## src/rtl/pixel_clock_tx_pkg.sv

```systemverilog
// Shared constants, state encoding and phase helper for the x6 pixel-clock transmitter.
package pixel_clock_tx_pkg;

    localparam int PIXEL_PHASES        = 6;
    localparam int PHASE_LAUNCH        = 2;
    localparam int PHASE_CLK_HIGH_LAST = 2;

    localparam logic [2:0] PHASE_LAST_P     = 3'(PIXEL_PHASES - 1);
    localparam logic [2:0] PHASE_LAUNCH_P   = 3'(PHASE_LAUNCH);
    localparam logic [2:0] PHASE_HIGH_END_P = 3'(PHASE_CLK_HIGH_LAST);

    typedef enum logic [1:0] {
        ST_IDLE  = 2'd0,
        ST_PRIME = 2'd1,
        ST_RUN   = 2'd2
    } tx_state_e;

    function automatic logic [2:0] next_phase(input logic [2:0] p);
        return (p == PHASE_LAST_P) ? 3'd0 : p + 3'd1;
    endfunction

endpackage

```

## src/rtl/pixel_tx_fifo.sv

```systemverilog
// Small synchronous FIFO with async reset; exposes fill so the transmitter can prime to half depth.
module pixel_tx_fifo #(
    parameter int WIDTH = 18,
    parameter int DEPTH = 4
) (
    input  logic                       clk,
    input  logic                       rst,
    input  logic                       push,
    input  logic                       pop,
    input  logic [WIDTH-1:0]           wdata,
    output logic [WIDTH-1:0]           rdata,
    output logic                       full,
    output logic                       empty,
    output logic [$clog2(DEPTH):0]     fill
);

    localparam int AW = $clog2(DEPTH);

    logic [WIDTH-1:0] mem_q [DEPTH];
    logic [WIDTH-1:0] mem_d [DEPTH];
    logic [AW-1:0]    wr_ptr_q, wr_ptr_d;
    logic [AW-1:0]    rd_ptr_q, rd_ptr_d;
    logic [AW:0]      fill_q, fill_d;
    logic             push_ok, pop_ok;

    assign full    = (fill_q == (AW+1)'(DEPTH));
    assign empty   = (fill_q == '0);
    assign fill    = fill_q;
    assign rdata   = mem_q[rd_ptr_q];
    assign push_ok = push && !full;
    assign pop_ok  = pop && !empty;

    always_comb begin
        mem_d    = mem_q;
        wr_ptr_d = wr_ptr_q;
        rd_ptr_d = rd_ptr_q;
        fill_d   = fill_q;
        if (push_ok) begin
            mem_d[wr_ptr_q] = wdata;
            wr_ptr_d        = wr_ptr_q + AW'(1);
        end
        if (pop_ok) begin
            rd_ptr_d = rd_ptr_q + AW'(1);
        end
        // Pointers wrap naturally because DEPTH is a power of two.
        case ({push_ok, pop_ok})
            2'b10:   fill_d = fill_q + (AW+1)'(1);
            2'b01:   fill_d = fill_q - (AW+1)'(1);
            default: fill_d = fill_q;
        endcase
    end

    always_ff @(posedge clk or posedge rst) begin
        if (rst) begin
            for (int i = 0; i < DEPTH; i++) mem_q[i] <= '0;
            wr_ptr_q <= '0;
            rd_ptr_q <= '0;
            fill_q   <= '0;
        end else begin
            mem_q    <= mem_d;
            wr_ptr_q <= wr_ptr_d;
            rd_ptr_q <= rd_ptr_d;
            fill_q   <= fill_d;
        end
    end

endmodule

```

## src/rtl/pixel_clock_tx.sv

```systemverilog
// Regenerates a 3-high/3-low pixel clock from the x6 system clock and launches one buffered pixel
// per period on the falling edge, giving the receiver three system clocks of setup and hold.
module pixel_clock_tx
    import pixel_clock_tx_pkg::*;
#(
    parameter int                    DATA_WIDTH = 16,
    parameter int                    FIFO_DEPTH = 4,
    parameter logic [DATA_WIDTH-1:0] IDLE_DATA  = '0
) (
    input  logic                  pixelClockX6,
    input  logic                  reset,
    input  logic                  enable,
    input  logic [DATA_WIDTH-1:0] pixelIn_data,
    input  logic                  pixelIn_hsync,
    input  logic                  pixelIn_vsync,
    input  logic                  pixelIn_valid,
    output logic                  pixelIn_ready,
    output logic                  pixelClockOut,
    output logic [DATA_WIDTH-1:0] pixelDataOut,
    output logic                  hsyncOut,
    output logic                  vsyncOut,
    output logic [2:0]            pixelClockPhase,
    output logic                  streaming,
    output logic                  underflow,
    input  logic                  underflowClear
);

    localparam int FW = $clog2(FIFO_DEPTH) + 1;
    localparam logic [FW-1:0] PRIME_FILL = FW'(FIFO_DEPTH / 2);

    logic [2:0]            phase_q, phase_d;
    logic                  clk_out_q, clk_out_d;
    tx_state_e             state_q, state_d;
    logic [DATA_WIDTH-1:0] data_q, data_d;
    logic                  hsync_q, hsync_d;
    logic                  vsync_q, vsync_d;
    logic                  streaming_q, streaming_d;
    logic                  underflow_q, underflow_d;

    logic                  fifo_push, fifo_pop, fifo_full, fifo_empty;
    logic [FW-1:0]         fifo_fill;
    logic [DATA_WIDTH+1:0] fifo_head;
    logic                  launch, uf_set;

    assign pixelIn_ready = !fifo_full;
    assign fifo_push     = pixelIn_valid && !fifo_full;

    pixel_tx_fifo #(
        .WIDTH (DATA_WIDTH + 2),
        .DEPTH (FIFO_DEPTH)
    ) u_fifo (
        .clk   (pixelClockX6),
        .rst   (reset),
        .push  (fifo_push),
        .pop   (fifo_pop),
        .wdata ({pixelIn_hsync, pixelIn_vsync, pixelIn_data}),
        .rdata (fifo_head),
        .full  (fifo_full),
        .empty (fifo_empty),
        .fill  (fifo_fill)
    );

    // Clock output is derived from the next phase so it is high exactly while p is 0..2.
    always_comb begin
        phase_d   = next_phase(phase_q);
        clk_out_d = (phase_d <= PHASE_HIGH_END_P);
        launch    = (phase_q == PHASE_LAUNCH_P);
    end

    always_comb begin
        state_d  = state_q;
        data_d   = data_q;
        hsync_d  = hsync_q;
        vsync_d  = vsync_q;
        fifo_pop = 1'b0;
        uf_set   = 1'b0;
        if (launch) begin
            data_d  = IDLE_DATA;
            hsync_d = 1'b0;
            vsync_d = 1'b0;
            unique case (state_q)
                ST_IDLE: begin
                    if (enable) state_d = ST_PRIME;
                end
                ST_PRIME: begin
                    if (!enable) begin
                        state_d = ST_IDLE;
                    end else if (fifo_fill >= PRIME_FILL) begin
                        state_d  = ST_RUN;
                        fifo_pop = 1'b1;
                        {hsync_d, vsync_d, data_d} = fifo_head;
                    end
                end
                ST_RUN: begin
                    if (!enable) begin
                        state_d = ST_IDLE;
                    end else if (!fifo_empty) begin
                        fifo_pop = 1'b1;
                        {hsync_d, vsync_d, data_d} = fifo_head;
                    end else begin
                        uf_set = 1'b1;
                    end
                end
                default: state_d = ST_IDLE;
            endcase
        end
        streaming_d = (state_d == ST_RUN);
        // Setting wins over a clear arriving on the same edge.
        underflow_d = uf_set || (underflow_q && !underflowClear);
    end

    always_ff @(posedge pixelClockX6 or posedge reset) begin
        if (reset) begin
            phase_q     <= 3'd0;
            clk_out_q   <= 1'b1;
            state_q     <= ST_IDLE;
            data_q      <= IDLE_DATA;
            hsync_q     <= 1'b0;
            vsync_q     <= 1'b0;
            streaming_q <= 1'b0;
            underflow_q <= 1'b0;
        end else begin
            phase_q     <= phase_d;
            clk_out_q   <= clk_out_d;
            state_q     <= state_d;
            data_q      <= data_d;
            hsync_q     <= hsync_d;
            vsync_q     <= vsync_d;
            streaming_q <= streaming_d;
            underflow_q <= underflow_d;
        end
    end

    assign pixelClockPhase = phase_q;
    assign pixelClockOut   = clk_out_q;
    assign pixelDataOut    = data_q;
    assign hsyncOut        = hsync_q;
    assign vsyncOut        = vsync_q;
    assign streaming       = streaming_q;
    assign underflow       = underflow_q;

endmodule

```

## config.mk

```make
export PLATFORM = sky130hd
export DESIGN_NAME = pixel_clock_tx
export DESIGN_NICKNAME = d
export VERILOG_FILES = /design/src/rtl/pixel_clock_tx_pkg.sv /design/src/rtl/pixel_tx_fifo.sv /design/src/rtl/pixel_clock_tx.sv
export SDC_FILE = /design/constraint.sdc
export NUM_CORES = 1
export LEC_CHECK = 0
export CORE_MARGIN = 3
export CORE_UTILIZATION = 30
export CTS_CLUSTER_SIZE = 30
export DETAILED_ROUTE_END_ITERATION = 10
export GPL_TIMING_DRIVEN = 0
export PLACE_DENSITY = 0.45
export SLEW_MARGIN = 15
export SYNTH_ARGS = -nofsm -noshare
export SYNTH_HDL_FRONTEND = slang
export SYNTH_SLANG_ARGS = --single-unit
export TNS_END_PERCENT = 100
```

## constraint.sdc

```tcl
create_clock -name pixelClockX6 -period 4.6 [get_ports pixelClockX6]
set_input_delay 1.15 -clock pixelClockX6 [delete_from_list [all_inputs] [get_ports pixelClockX6]]
set_output_delay 1.15 -clock pixelClockX6 [all_outputs]
set_load 0.03 [all_outputs]
```

==> impl_metrics.tcl, run 1 <==
set metrics [dict create \
    cts_tree "done" \
    cts.reportedPaths.clkPinSlew_ns 0.07 \
    antenna_left 0 \
    power_density_mw_per_mm2 663 \
    worstReg2RegEnd "u_fifo.fill[2]$_DFFE_PP0P_" \
    setup_ws_ns 1.39 \
    cts_setup_buffers 0 \
    clock-sinks 105 \
    root_buffer "clkbuf_16" \
    layout_common_cells "dfrtp_1 (104), clkdlybuf4s50_1 (47), mux2_4 (40)" \
    hold_violations 0 \
    finalNonFillerCells 606 \
    rsz0062_at_grt "false" \
    gr-max-usage-layer "met2" \
    hold_depth 2 \
    drive_gt1_share_pct 32.3 \
    grt.met3_usage_pct 1.95 \
    seqCellArea_mm2 0.00263 \
    overflow 0 \
    hold_path.class "reg2reg" \
    crit_type "in2reg" \
    areaGrowthSynthToFinish_pct 21.4 \
    worstHoldStart "pixelDataOut[8]$_DFFE_PP0N_" \
    skew_ns 0.00461 \
    grt_max_degree 57 \
    die_area_mm2 0.0179 \
    tightestPinTransition_ns 0.696 \
    drt_iter0_markers 113 \
    grt_pass1_vias 2861 \
    ys_seq_area_share_pct 53.7 \
    totalWireLength_mm 10.0 \
    drv_slew 0 \
    cp.arrival_ns 3.48 \
    netlist_area_mm2 0.00490 \
    via_count 2698 \
    yosysWarnings 0 \
    ys_ff_latch 105 \
    synth_cell_type_count 34 \
    nFillCells 1521 \
    die_y_um 134 \
    row_count 46 \
    core-area_mm2 0.0159 \
    setup_violations 0 \
    final_util_pct 37.3 \
    drtPass1Iterations 4 \
    multiInputGateArea_mm2 0.00202 \
    cp_max_fo 5 \
    syn_avg_cell_area_um2 15.0 \
    final_nets 418 \
    start_kind "primary input" \
    hold_path_end "pixelDataOut[8]$_DFFE_PP0N_" \
    port_buffers 47 \
    r2r_cells 11 \
    drv_cap 0 \
    synth_area_leader_cell "dfrtp_1" \
    insertion_delay_ns 0.35 \
    wire_per_inst_um 16.5 \
    cts_buffers 9 \
    power.leakage_nw 2.68 \
    groute.layer.met1.usage_pct 17.0 \
    synth_area_leaders "dfrtp_1 (53%), mux2_4 (12%), mux4_2 (8.3%), mux2_2 (7.6%), ha_1 (2.3%)" \
    grt_antenna_before_repair 0 \
    placed_cells 590 \
    ctsHoldBuffers 0 \
    gp_congestion 0.694 \
    routed_via_density 4.45 \
    yosys.area.top_type_share_pct 53.1 \
    timing.fmax_mhz 312 \
    relSlewSlack_pct 53.6 \
    irDropWorstVdd_mv 0.227 \
    pre_cts_ws_ns 1.00 \
    antenna_cells 0 \
    drc_errors 0 \
    place.detailed.hpwl_mm 6.53 \
    syn_nets 359 \
    chipWidth_um 134 \
    h-tree-depth 3 \
    final_common_cell "dfrtp_1" \
    io_pins 48 \
    power_w 0.00394 \
    status "finished clean" \
    cts_buffer_depth 2 \
    track_usage_pct 11.9 \
    setup_tns_ns 0 \
    finalCriticalPeriod_ns 3.21 \
    start_util_pct 30.7 \
    grt_util_met2_pct 17.5 \
    synthCells 326 \
    crit_required_ns 4.88 \
    grt_pass1_wl_mm 16.2 \
    period_share_pct 69.7 \
    cts_resized 0 \
    r2r_setup_slack_ns 2.09 \
    worstReg2RegStart "state_q[0]$_DFF_PP0_" \
    end_kind "flop" \
]
==> synthesized netlist by cell type <==
| library cell | number |
|---|---|
| buf_2 | 4 |
| a211o_2 | 1 |
| or3b_2 | 1 |
| nand2_8 | 4 |
| dfrtp_1 | 104 |
| xnor2_1 | 3 |
| mux2_4 | 40 |
| a22o_1 | 2 |
| mux4_2 | 18 |
| fa_1 | 1 |
| and3_1 | 1 |
| o31ai_1 | 2 |
| mux2_2 | 33 |
| nand2_1 | 18 |
| nor3_1 | 1 |
| and2_4 | 1 |
| clkbuf_1 | 4 |
| ha_1 | 9 |
| or3b_1 | 1 |
| nor2_1 | 5 |
| a21o_1 | 1 |
| nand4bb_2 | 1 |
| inv_1 | 30 |
| buf_12 | 5 |
| mux2i_1 | 1 |
| o221a_2 | 1 |
| nand3_1 | 2 |
| a211oi_1 | 1 |
| nor2b_1 | 4 |
| o21ai_0 | 21 |
| and4bb_2 | 1 |
| o21a_1 | 1 |
| xor2_1 | 3 |
| dfstp_2 | 1 |
==> power by group <==
part	switching (W)	total (W)	internal (W)
registers	0.000227	0.00156	0.00134
logic	0.000674	0.00165	0.000972
clock network	0.000337	0.000734	0.000397
==> worst max-delay path by stage <==
stage | from | to | slack [ns] | cells after the start
after CTS | enable | u_fifo.fill[2]$_DFFE_PP0P_ | 1.38 | 10
final | enable | u_fifo.fill[2]$_DFFE_PP0P_ | 1.39 | 10
after global routing | enable | u_fifo.fill[2]$_DFFE_PP0P_ | 1.24 | 10
after floorplan | reset | hsyncOut$_DFFE_PP0N_ | 0.69 | 1
after detailed placement | enable | u_fifo.fill[2]$_DFFE_PP0P_ | 1.00 | 10
after global placement | reset | u_fifo.mem_q[24]$_DFFE_PP0P_ | -1.02 | 2
==> per-layer routing <==
metal | vias to the layer above | part of all wire (%)
met4 | 0 | 2.2
li1 | 1258 | -
met1 | 1390 | 50
met3 | 11 | 2.6
met2 | 39 | 45
met5 | - | 0
==> kinds of logic (layout without fill, tap and decap cells) <==
family	count (synthesis)	count (layout)	synth area share (%)
flops	105	105	53.7
mux	92	92	28.3
buf+inv	43	107	5.06
simple gates	40	40	5.47
compound gates	30	30	3.70
fa+ha+maj	10	10	2.71
xor+xnor	6	6	1.07
==> critical path: stages <==
cell and delay [ns]:
clkdlybuf4s50_1 0.53, and4bb_2 0.28, and3_1 0.15, clkbuf_1 0.28
ha_1 0.24, inv_1 0.06, fa_1 0.37, xor2_1 0.15
nor2_1 0.11, xor2_1 0.14
==> area by class of cell <==
cell class,instances,share of cell area [%]
plain buffers,13,2.27
clock inverters,2,0.210
flip-flops and latches,105,44.2
inverters,30,1.98
clock buffers,14,4.44
well taps,216,4.54
repair buffers,48,8.37
multi-input cells,178,34.0
==> flip-flops by register name, indices dropped and copies added (netlist names) <==
name	cells
u_fifo.rd_ptr_q	2
underflow	1
vsyncOut	1
u_fifo.mem_q	72
u_fifo.wr_ptr_q	2
streaming	1
state_q	2
u_fifo.fill	3
hsyncOut	1
pixelDataOut	16
pixelClockPhase	3
pixelClockOut	1
==> metrics by stage <==
| stage | hold slack [ns] | area [µm²] |
|---|---|---|
| after floorplan | 0.474 | 4900 |
| after global placement | 0.471 | 5640 |
| after detailed placement | 0.474 | 5670 |
| after CTS | 0.488 | 5950 |
| after global routing | 0.514 | 5950 |
| final | 0.484 | 5950 |
(Power assumes the default switching activity.)
==> inputs of run 2 (changes only) <==
==> constraint.sdc (replaced) <==
create_clock -name pixelClockX6 -period 3.2 [get_ports pixelClockX6]
set_input_delay 0.8 -clock pixelClockX6 [delete_from_list [all_inputs] [get_ports pixelClockX6]]
set_output_delay 0.8 -clock pixelClockX6 [all_outputs]
set_load 0.03 [all_outputs]
==> run 2 against run 1 <==
  * Critical path depth unchanged
  * Via count up 0.59%
  * Largest cell class unchanged
  * Flip-flop and latch count unchanged
  * Worst hold slack worse by 0.0055 ns
  * Total power up 48%
  * First-iteration DRC count down 23%
  * Largest power group unchanged
  * Highest routed layer unchanged
  * Clock-buffer cell count down 1
==> impl_metrics.tcl, run 2 (synthesis gave the netlist of run 1 again) <==
set metrics [dict create \
    status "finished clean" \
    crit_required_ns 3.47 \
    critPathMaxStageDelay_ns 0.55 \
    cp.depth 10 \
    cts_setup_buffers 0 \
    crit_slowest_cell "clkdlybuf4s50_1" \
    drtPass1Iterations 4 \
    place.detailed.hpwl_mm 6.90 \
    cp_cell_sequence "clkdlybuf4s50_1 > and4bb_2 > and3_1 > clkbuf_1 > ha_1 > inv_1 > fa_1 > xor2_1 > nor2_1 > xor2_1" \
    rsz0062_at_grt "false" \
    port_buffers 47 \
    drc_errors 0 \
    io_pins 48 \
    timing.fmax_mhz 344 \
    antenna_left 0 \
    ctsHoldBuffers 0 \
    cpLargestDelayFamily "buffers and inverters" \
    crit_type "in2reg" \
    tightestPinTransition_ns 0.676 \
    antenna_cells 0 \
    relSlewSlack_pct 54.9 \
    die_y_um 134 \
    finalNonFillerCells 608 \
    placed_cells 592 \
    grt_pass1_wl_mm 16.9 \
    drv_cap 0 \
    power.leakage_nw 2.72 \
    regMostFlops "u_fifo.mem_q" \
    cts_resized 0 \
    hold_violations 0 \
    cts_buffer_depth 2 \
    skew_ns 0.00869 \
    via_count 2714 \
    h-tree-depth 3 \
    end_kind "flop" \
    power_density_mw_per_mm2 966 \
    setup_ws_ns 0.290 \
    track_usage_pct 12.2 \
    totalWireLength_mm 10.2 \
    clock-sinks 105 \
    drv_slew 0 \
    crit_top_cell "xor2_1" \
    cts.reportedPaths.clkPinSlew_ns 0.07 \
    cts_tree "done" \
    cp_max_fo 5 \
    cts_buffers 9 \
    final_common_cell "dfrtp_1" \
    grt_antenna_before_repair 0 \
    hold_path.class "reg2reg" \
    cp.arrival_ns 3.18 \
    core-area_mm2 0.0159 \
    gp_congestion 0.689 \
    hold_depth 2 \
    setup_violations 0 \
    overflow 0 \
    routed_via_density 4.46 \
    r2r_cells 11 \
    largest_reg_flops 72 \
    pre_cts_ws_ns -0.0466 \
    wire_per_inst_um 16.8 \
    critPathBufInv 3 \
    grt_max_degree 34 \
    drive_gt1_share_pct 33.2 \
    final_nets 420 \
    period_share_pct 90.9 \
    irDropWorstVdd_mv 0.341 \
    chipWidth_um 134 \
    die_area_mm2 0.0179 \
    start_util_pct 30.7 \
    grt_pass1_vias 3035 \
    start_kind "primary input" \
    root_buffer "clkbuf_16" \
    insertion_delay_ns 0.35 \
    layout_common_cells "dfrtp_1 (104), clkdlybuf4s50_1 (47), mux2_4 (40)" \
    drt_iter0_markers 87 \
    areaGrowthSynthToFinish_pct 22.9 \
    finalCriticalPeriod_ns 2.91 \
    row_count 46 \
]
==> run 2: worst min-delay path, stage by stage (launching register included) <==
cell and delay (ns):
dfrtp_1 0.34, nand2_1 0.05, o21ai_0 0.06
==> run 2: metal layers <==
metal | vias up | global-route usage (%) | share of wire, %
li1 | 1262 | - | -
met4 | 0 | 5.54 | 1.9
met5 | - | 0 | 0
met3 | 13 | 1.69 | 1.8
met2 | 29 | 19.1 | 48
met1 | 1410 | 17.0 | 48
==> run 2: worst paths after layout <==
kind | end | start | slack, ns
max | u_fifo.fill[2]$_DFFE_PP0P_ | enable | 0.29
min | pixelDataOut[15]$_DFFE_PP0N_ | pixelDataOut[15]$_DFFE_PP0N_ | 0.48
max in group asynchronous | u_fifo.mem_q[6]$_DFFE_PP0P_ | reset | 1.58
min reg2reg | pixelDataOut[15]$_DFFE_PP0N_ | pixelDataOut[15]$_DFFE_PP0N_ | 0.48
max reg2reg | u_fifo.fill[2]$_DFFE_PP0P_ | state_q[0]$_DFF_PP0_ | 0.65
min in group asynchronous | pixelClockPhase[1]$_DFF_PP0_ | reset | 0.88
==> run 2: layout make-up <==
type                            instances  area, µm²
Fill cell                            1504       9920
Sequential cell                       105       2630
Multi-Input combinational cell        178       2020
Timing Repair Buffer                   50        531
Clock buffer                           13        270
Tap cell                              216        270
Buffer                                 13        135
Inverter                               30        116
Clock inverter                          3       47.5
==> run 2: power breakdown <==
group / total, W / internal [W] / leakage (nW) / switching, W
Clock: 0.00116 / 0.000674 / 0.156 / 0.000488
Combinational: 0.00241 / 0.00140 / 1.28 / 0.00101
Sequential: 0.00225 / 0.00192 / 1.29 / 0.000326
==> run 2: per-stage QoR <==
stage	util, %	setup TNS (ns)	area [µm²]	power, W	hold WS [ns]
after floorplan	-	0	4900	0.00408	0.474
after global placement	35.4	-0.274	5640	0.00465	0.469
after detailed placement	35.8	-0.0466	5700	0.00471	0.471
after CTS	37.8	0	6020	0.00591	0.487
after global routing	37.8	0	6020	0.00620	0.506
final	37.8	0	6020	0.00582	0.478
